<file path="config.mk">
export PLATFORM = sky130hd
export DESIGN_NAME = serial_tx
export DESIGN_NICKNAME = d
export VERILOG_FILES = /design/src/rtl/serial_tx.sv
export SDC_FILE = /design/constraint.sdc
export NUM_CORES = 1
export LEC_CHECK = 0
export CORE_MARGIN = 4
export CORE_UTILIZATION = 37
export DETAILED_ROUTE_END_ITERATION = 16
export SYNTH_ARGS = -nofsm -noshare
export SYNTH_HDL_FRONTEND = slang
export SYNTH_SLANG_ARGS = --single-unit
</file>
<file path="constraint.sdc">
create_clock -name clk -period 6.4 [get_ports clk]
set_input_delay 1.92 -clock clk [delete_from_list [all_inputs] [get_ports clk]]
set_output_delay 1.92 -clock clk [all_outputs]
set_load 0.03 [all_outputs]
</file>
<file path="src/rtl/serial_tx.sv">
`default_nettype none
// +----------------------------------------------------------------------------+
// | serial_tx : 8N1 serial transmitter, registered idle-high line, LSB first   |
// | Revision  : 1.0                                                            |
// +----------------------------------------------------------------------------+
module serial_tx #(
  parameter int CLKS_PER_BIT = 5208
) (
  input  logic       clk,
  input  logic       reset,
  input  logic [7:0] data_in,
  input  logic       load,
  output logic       ready,
  output logic       busy,
  output logic       Q,
  output logic       done
);

  localparam int               CNT_W    = $clog2(CLKS_PER_BIT);
  localparam logic [CNT_W-1:0] CNT_LAST = CNT_W'(CLKS_PER_BIT - 1);

  typedef enum logic [1:0] {
    IDLE  = 2'd0,
    START = 2'd1,
    DATA  = 2'd2,
    STOP  = 2'd3
  } state_t;

  state_t           state, state_nxt;
  logic [CNT_W-1:0] cnt, cnt_nxt;
  logic [2:0]       bit_idx, bit_idx_nxt;
  logic [7:0]       shreg, shreg_nxt;
  logic             q_reg, q_nxt;
  logic             cnt_end;

  assign cnt_end = (cnt == CNT_LAST);

  always_ff @(posedge clk) begin
    if (reset) begin
      state   <= IDLE;
      cnt     <= '0;
      bit_idx <= '0;
      shreg   <= 8'h00;
      q_reg   <= 1'b1;
    end else begin
      state   <= state_nxt;
      cnt     <= cnt_nxt;
      bit_idx <= bit_idx_nxt;
      shreg   <= shreg_nxt;
      q_reg   <= q_nxt;
    end
  end

  // The line value is computed for the state being entered, so Q lines up
  // with the state register and the start bit appears the cycle after load.
  always_comb begin
    state_nxt   = state;
    cnt_nxt     = cnt;
    bit_idx_nxt = bit_idx;
    shreg_nxt   = shreg;
    q_nxt       = q_reg;
    case (state)
      IDLE: begin
        cnt_nxt     = '0;
        bit_idx_nxt = '0;
        q_nxt       = 1'b1;
        if (load) begin
          state_nxt = START;
          shreg_nxt = data_in;
          q_nxt     = 1'b0;
        end
      end
      START: begin
        q_nxt = 1'b0;
        if (cnt_end) begin
          state_nxt = DATA;
          cnt_nxt   = '0;
          q_nxt     = shreg[0];
        end else begin
          cnt_nxt = cnt + CNT_W'(1);
        end
      end
      DATA: begin
        q_nxt = shreg[0];
        if (cnt_end) begin
          cnt_nxt = '0;
          if (bit_idx == 3'd7) begin
            state_nxt   = STOP;
            bit_idx_nxt = '0;
            q_nxt       = 1'b1;
          end else begin
            bit_idx_nxt = bit_idx + 3'd1;
            shreg_nxt   = {1'b0, shreg[7:1]};
            q_nxt       = shreg[1];
          end
        end else begin
          cnt_nxt = cnt + CNT_W'(1);
        end
      end
      STOP: begin
        q_nxt = 1'b1;
        if (cnt_end) begin
          state_nxt = IDLE;
          cnt_nxt   = '0;
        end else begin
          cnt_nxt = cnt + CNT_W'(1);
        end
      end
      default: begin
        state_nxt = IDLE;
        cnt_nxt   = '0;
        q_nxt     = 1'b1;
      end
    endcase
  end

  assign ready = (state == IDLE);
  assign busy  = ~ready;
  assign Q     = q_reg;
  assign done  = (state == STOP) && cnt_end;

endmodule
`default_nettype wire
</file>
==> out/results.tsv, run 1 <==
stage	metric	value	unit
power	power_switching	0.232	mW
clock_tree	clk_latency	270	ps
synth	synth-seq-cells	27	
sta	hold_ws	468	ps
final_layout	final_cell_mix	27 x dfxtp_1, 19 x nor2_1, 14 x clkdlybuf4s50_1	
detailed_routing	route.vias.total	1102	
global_route	gr-total-overflow	0	
final_layout	diodes	0	
power	p_int	0.353	mW
synth	ys_seq_area_share	39.0	%
sta	relSlewSlack	53.6	%
final_layout	fin_nets	184	
clock_tree	clock_path_buffers	2	
synth	avgSynthCellArea	9.01	um2
global_route	grt_pass1_vias	1112	
floorplan	start_util	40.0	%
detailed_routing	routed.top_layer	met4	
critical_path	slowest_delay	660	ps
sta	fin_crit_sh	71.7	%
detailed_routing	antenna_left	0	
sta	hold_viol	0	
sta	fin_skew	5.59	ps
power	switching_share	39.6	%
floorplan	die_w	69.2	um
synth	synthFlopType	dfxtp_1	
clock_tree	cts_tree	built	
critical_path	critPathRequiredTime	4480	ps
power	clkPwrFrac	16.4	%
global_route	grt_max_degree	20	
critical_path	arrival	2670	ps
clock_tree	ctsHoldBuffers	0	
final_layout	fillers	353	
final_layout	drive_gt1_share	5.45	%
clock_tree	cts_resized	0	
placement	hpwl	2150	um
detailed_routing	drtIter0Drc	55	
clock_tree	clockRootBuffer	clkbuf_8	
detailed_routing	wirelength	2860	um
power	power_leakage	0.531	nW
detailed_routing	wl_met3	104	um
detailed_routing	drt-met1-wl	1320	um
synth	synth_edf_count	0	
clock_tree	cts_made_buffers	3	
critical_path	slowest_stage	clkdlybuf4s50_1	
floorplan	die-area	4790	um2
synth	ys_async_sr_fraction	0	%
status	status	complete, no violations	
global_route	grt_pass1_wl	4960	um
critical_path	crit_fanout	8	
sta	tightest_slew	696	ps
clock_tree	h-tree-depth	1	
sta	max_freq	0.218	GHz
placement	port_buffers	14	
clock_tree	path_clk_slew	90	ps
sta	setup_tns	0	ps
detailed_routing	dr.pass1.iters	4	
final_layout	syn2layout_area_growth	15.1	%
power	combinationalPowerShare	45.8	%
clock_tree	postCtsSetupBuffers	0	
floorplan	ioPinCount	15	
power	vdd_drop_max	0.156	mV
min_path	hp-class	flip-flop to flip-flop	
clock_tree	clock-sinks	27	
run	maxCapViolations	0	
synth	synth_top_cell_area_share	39.0	%
detailed_routing	wl_met2	1360	um
sta	layout_min_cycle_time	4590	ps
synth	synth_nets	172	
power	power	0.585	mW
detailed_routing	via_per_inst	5.22	
floorplan	num_rows	21	
power	p_per_area	366	nW/um2
synth	syn_area	1390	um2
global_route	grt_usage	12.5	%
final_layout	final_common_cell	dfxtp_1	
detailed_routing	drc_errors	0	
power	seqPwrFrac	37.8	%
floorplan	core_region_area	3470	um2
synth	synth_cells	154	
sta	rsz0062_at_grt	false	
placement	place_congestion	0.804	
critical_path	crit_type	flip-flop to output pin	
synth	yosysUniqueCellTypes	37	
critical_path	cp_cell_sequence	ha_1 -> or4bb_1 -> nor3_2 -> and2_1 -> clkdlybuf4s50_1	
synth	ys_warn_count	0	
critical_path	crit_path_end_kind	output pin	
global_route	antenna_found_initial	0	
critical_path	startpoint_type	flip-flop	
sta	setup_violations	0	
sta	report.final.slew_viol_count	0	
synth	synthTopCellsByArea	dfxtp_1 39%, ha_1 6.3%, mux2i_1 5.8%	
synth	yosysTopAreaCell	dfxtp_1	
detailed_routing	post_drt_wl_per_cell	13.5	um
floorplan	die_y	69.2	um
-- per-layer routing --
| metal | vias up | GRT usage, % |
|---|---|---|
| met5 | - | 0 |
| met4 | 0 | 7.38 |
| met3 | 8 | 2.75 |
| met2 | 24 | 20.3 |
| met1 | 502 | 14.9 |
| li1 | 568 | - |
-- path summary, 6_finish.rpt --
check,end,startpoint,slack (ps),cells past startpoint
setup / recovery,done,cnt[0],1810,5
hold reg to reg,bit_idx[1],bit_idx[1],470,2
setup reg to reg,shreg[3],state[0],3900,6
hold / removal,bit_idx[1],bit_idx[1],470,2
-- final cells by class --
cell class,instances,area (um2),area share [%]
multi-input combinational,112,782,49.0
sequential,27,541,33.9
timing repair buffer,14,140,8.78
tap,46,57.6,3.61
clock buffer,3,41.3,2.59
inverter,8,30.0,1.88
clock inverter,1,5.00,0.313
-- synth_stat cells (2+ instances only) --
master	count
xnor2_1	9
nand2b_1	5
a32oi_1	2
ha_1	7
a21oi_1	10
nor2_1	19
or3_1	2
and2_1	2
nand4b_1	2
nor4_1	3
nand2_1	9
nand3_1	6
clkbuf_1	4
nor3_1	5
dfxtp_1	27
a211oi_1	6
inv_1	8
xor2_1	2
mux2i_1	8
-- flip-flops by register name (all words and copies together), names as in the netlist --
signal and cells:
Q 1, bit_idx 3, cnt 13, shreg 8
state 2
-- metrics by stage --
stage / utilization (%) / worst slack, ps / area [um2] / cells
detailed placement: 44.7 / 2100 / 1550 / 207
floorplan: - / 2780 / 1390 / 154
global placement: 44.7 / 2180 / 1550 / 207
CTS: 46.0 / 1790 / 1600 / 211
finish: 46.0 / 1810 / 1600 / 211
global route: 46.0 / 1640 / 1600 / 211
-- critical path, delay by kind of cell (launching register included) --
kind | cells | cell delay, ps
adders and majority gates | 1 | 240
DFF | 1 | 390
and+or+nand+nor | 3 | 1100
buffers and inverters | 1 | 660
-- kinds of logic after synthesis --
kind of cell    share of synthesized area [%]
compound gates                           15.7
mux                                      5.77
xor+xnor                                 6.94
simple gates                             21.6
flops                                    39.0
fa+ha+maj                                6.31
buf+inv                                  4.69
-- power groups by stage --
stage	logic [mW]	clock network, mW	registers [mW]
3_3_place_gp	0.262	0	0.221
3_5_place_dp	0.267	0	0.225
6_report	0.268	0.0961	0.221
2_1_floorplan	0.209	0	0.224
4_1_cts	0.269	0.101	0.221
5_1_grt	0.296	0.105	0.225
Note: power is estimated with default switching activity, not from simulation.
==> inputs of run 2 (changes only) <==
Clock period 6.4 ns to 4.6 ns, I/O delays scaled along.
==> results of run 2 <==
The final DEF is identical to that of run 1. Status: complete, no violations.
Among the figures that moved: final weighted congestion in routability-driven placement 0.804 -> 0.805; setup slack after placement 2100 ps -> 842 ps; setup slack after layout 1810 ps -> 550 ps; register-to-register setup slack 3900 ps -> 2100 ps; total power 0.585 mW -> 0.814 mW; worst IR drop on VDD 0.156 mV -> 0.218 mV
==> inputs of run 3 (changes only) <==
Settings changed: CORE_UTILIZATION 37 to 40.
==> run 3 against run 2 <==
  * Wire length down 2.3%
  * Critical path depth is the same
  * Worst setup slack worse by 75 ps
  * Hold slack gained 10 ps
  * Largest cell class unchanged
  * Largest power group unchanged
==> out/results.tsv, run 3 (synthesis results as in run 1) <==
stage	metric	value	unit	change
min_path	hp-start	bit_idx[1]		
clock_tree	cts_tree	built		
clock_tree	path_clk_slew	150	ps	+60 ps
global_route	gr-total-overflow	0		unchanged
detailed_routing	via_per_inst	5.25		+0.61%
placement	place_congestion	0.725		
sta	layout_min_cycle_time	4130	ps	
sta	rsz0062_at_grt	false		
clock_tree	clock_path_buffers	2		unchanged
sta	relSlewSlack	52.1	%	-1.5 points
sta	fin_skew	6.76	ps	+1.17 ps
floorplan	ioPinCount	15		unchanged
floorplan	die_w	66.9	um	-3.4%
clock_tree	cts_made_buffers	3		unchanged
critical_path	cp_top_family	simple AND/OR/NAND/NOR gates		
global_route	grt_usage	14.5	%	+2.0 points
clock_tree	clk_latency	320	ps	+50 ps
sta	report.final.slew_viol_count	0		unchanged
placement	port_buffers	14		unchanged
final_layout	final_core_util	47.5	%	+1.4 points
detailed_routing	drc_errors	0		unchanged
detailed_routing	dr.pass1.iters	4		unchanged
placement	hpwl	2030	um	-5.7%
global_route	antenna_found_initial	0		unchanged
critical_path	startpoint	cnt[0]		
floorplan	num_rows	21		unchanged
floorplan	die-area	4470	um2	-6.7%
floorplan	die_y	66.9	um	-3.4%
detailed_routing	post_drt_wl_per_cell	13.2	um	-2.7%
floorplan	core_region_area	3340	um2	-3.8%
critical_path	startpoint_type	flip-flop		
clock_tree	postCtsSetupBuffers	0		unchanged
final_layout	final_cell_mix	27 x dfxtp_1, 19 x nor2_1, 14 x clkdlybuf4s50_1		
final_layout	final_common_cell	dfxtp_1		
critical_path	slowest_stage	clkdlybuf4s50_1		
critical_path	crit_path_end_kind	output pin		
detailed_routing	drtIter0Drc	49		-11%
final_layout	largest_reg_flops	13		unchanged
critical_path	r2r_slack	2090	ps	
clock_tree	clockRootBuffer	clkbuf_4		
final_layout	syn2layout_area_growth	14.2	%	
global_route	grt_max_degree	20		unchanged
global_route	grt_pass1_wl	4930	um	-0.56%
clock_tree	h-tree-depth	1		unchanged
sta	setup_tns	0	ps	unchanged
critical_path	cp_cell_sequence	ha_1 -> or4bb_1 -> nor3_2 -> and2_1 -> clkdlybuf4s50_1		
critical_path	crit_type	flip-flop to output pin		
detailed_routing	wirelength	2790	um	-2.3%
critical_path	arrival	2750	ps	+80 ps
power	vdd_drop_max	0.218	mV	
sta	max_freq	0.242	GHz	
sta	tightest_slew	719	ps	+22.7 ps
critical_path	r2r-start	state[0]		
final_layout	drive_gt1_share	5.42	%	-0.033 points
placement	post_dp_cell_area	1560	um2	+0.48%
power	p_per_area	493	nW/um2	
sta	fin_crit_sh	89.7	%	
floorplan	start_util	41.6	%	+1.6 points
min_path	hp-class	flip-flop to flip-flop		
sta	setup_violations	0		unchanged
critical_path	crit_fanout	8		unchanged
final_layout	diodes	0		unchanged
detailed_routing	antenna_left	0		unchanged
power	power_leakage	0.525	nW	-1.1%
critical_path	critPathRequiredTime	3220	ps	
detailed_routing	route.vias.total	1114		+1.1%
sta	hold_ws	478	ps	+10.2 ps
sta	hold_viol	0		unchanged
critical_path	slowest_delay	660	ps	about the same
final_layout	final_area	1580	um2	-0.78%
clock_tree	ctsHoldBuffers	0		unchanged
final_layout	reg_top3	cnt: 13 flops, shreg: 8 flops, bit_idx: 3 flops		
clock_tree	clock-sinks	27		unchanged
final_layout	fin_nets	185		+0.54%
status	status	complete, no violations		
final_layout	top_register	cnt		
global_route	grt_pass1_vias	1097		-1.3%
critical_path	critPathBufInv	1		unchanged
final_layout	fillers	340		-3.7%
run	maxCapViolations	0		unchanged
clock_tree	cts_resized	0		unchanged
==> run 3: cell types whose count changed in the layout (fill, tap and decap cells not counted), sizes merged <==
| cell | change |
|---|---|
| buf | +1 |
| clkbuf | +1 |
| clkinv | -1 |
==> run 3: power breakdown <==
group | switching [mW] | total [mW] | leakage, nW | internal (mW)
clock network | 0.0688 | 0.103 | 0.0150 | 0.0339
logic | 0.220 | 0.374 | 0.290 | 0.154
registers | 0.0265 | 0.303 | 0.220 | 0.277
total | 0.316 | 0.780 | 0.525 | 0.465
==> run 3: final timing paths <==
check / to / cells past startpoint
setup / recovery: done / 5
hold / removal: bit_idx[1] / 2
setup reg to reg: shreg[5] / 6
hold reg to reg: bit_idx[1] / 2
==> run 3: worst reg2reg max path, stage by stage (launching register included) <==
cell and delay [ps]:
dfxtp_1 350, inv_1 100, ha_1 630, nand2b_1 310, o41ai_4 510, and2_1 380
a211oi_1 120
==> run 3: metal layers <==
layer  track usage [%]  up-vias  wire [um]
li1                  -      569          -
met1              18.6      529       1360
met2              23.5       14       1320
met3              2.53        2         87
met4              6.08        0         23
met5                 0        -          0
==> run 3: layout make-up <==
type,instances,area [um2],share of cell area [%]
clock buffers,4,26.3,1.66
multi-input cells,112,782,49.4
flip-flops and latches,27,541,34.1
repair buffers,15,148,9.32
well taps,46,57.6,3.63
inverters,8,30.0,1.90
==> run 3: through the flow <==
step,setup WS [ps],power (mW),cells
2_1_floorplan,1520,0.603,154
3_3_place_gp,912,0.671,208
3_5_place_dp,853,0.686,208
4_1_cts,480,0.788,212
5_1_grt,268,0.846,212
6_report,475,0.780,212
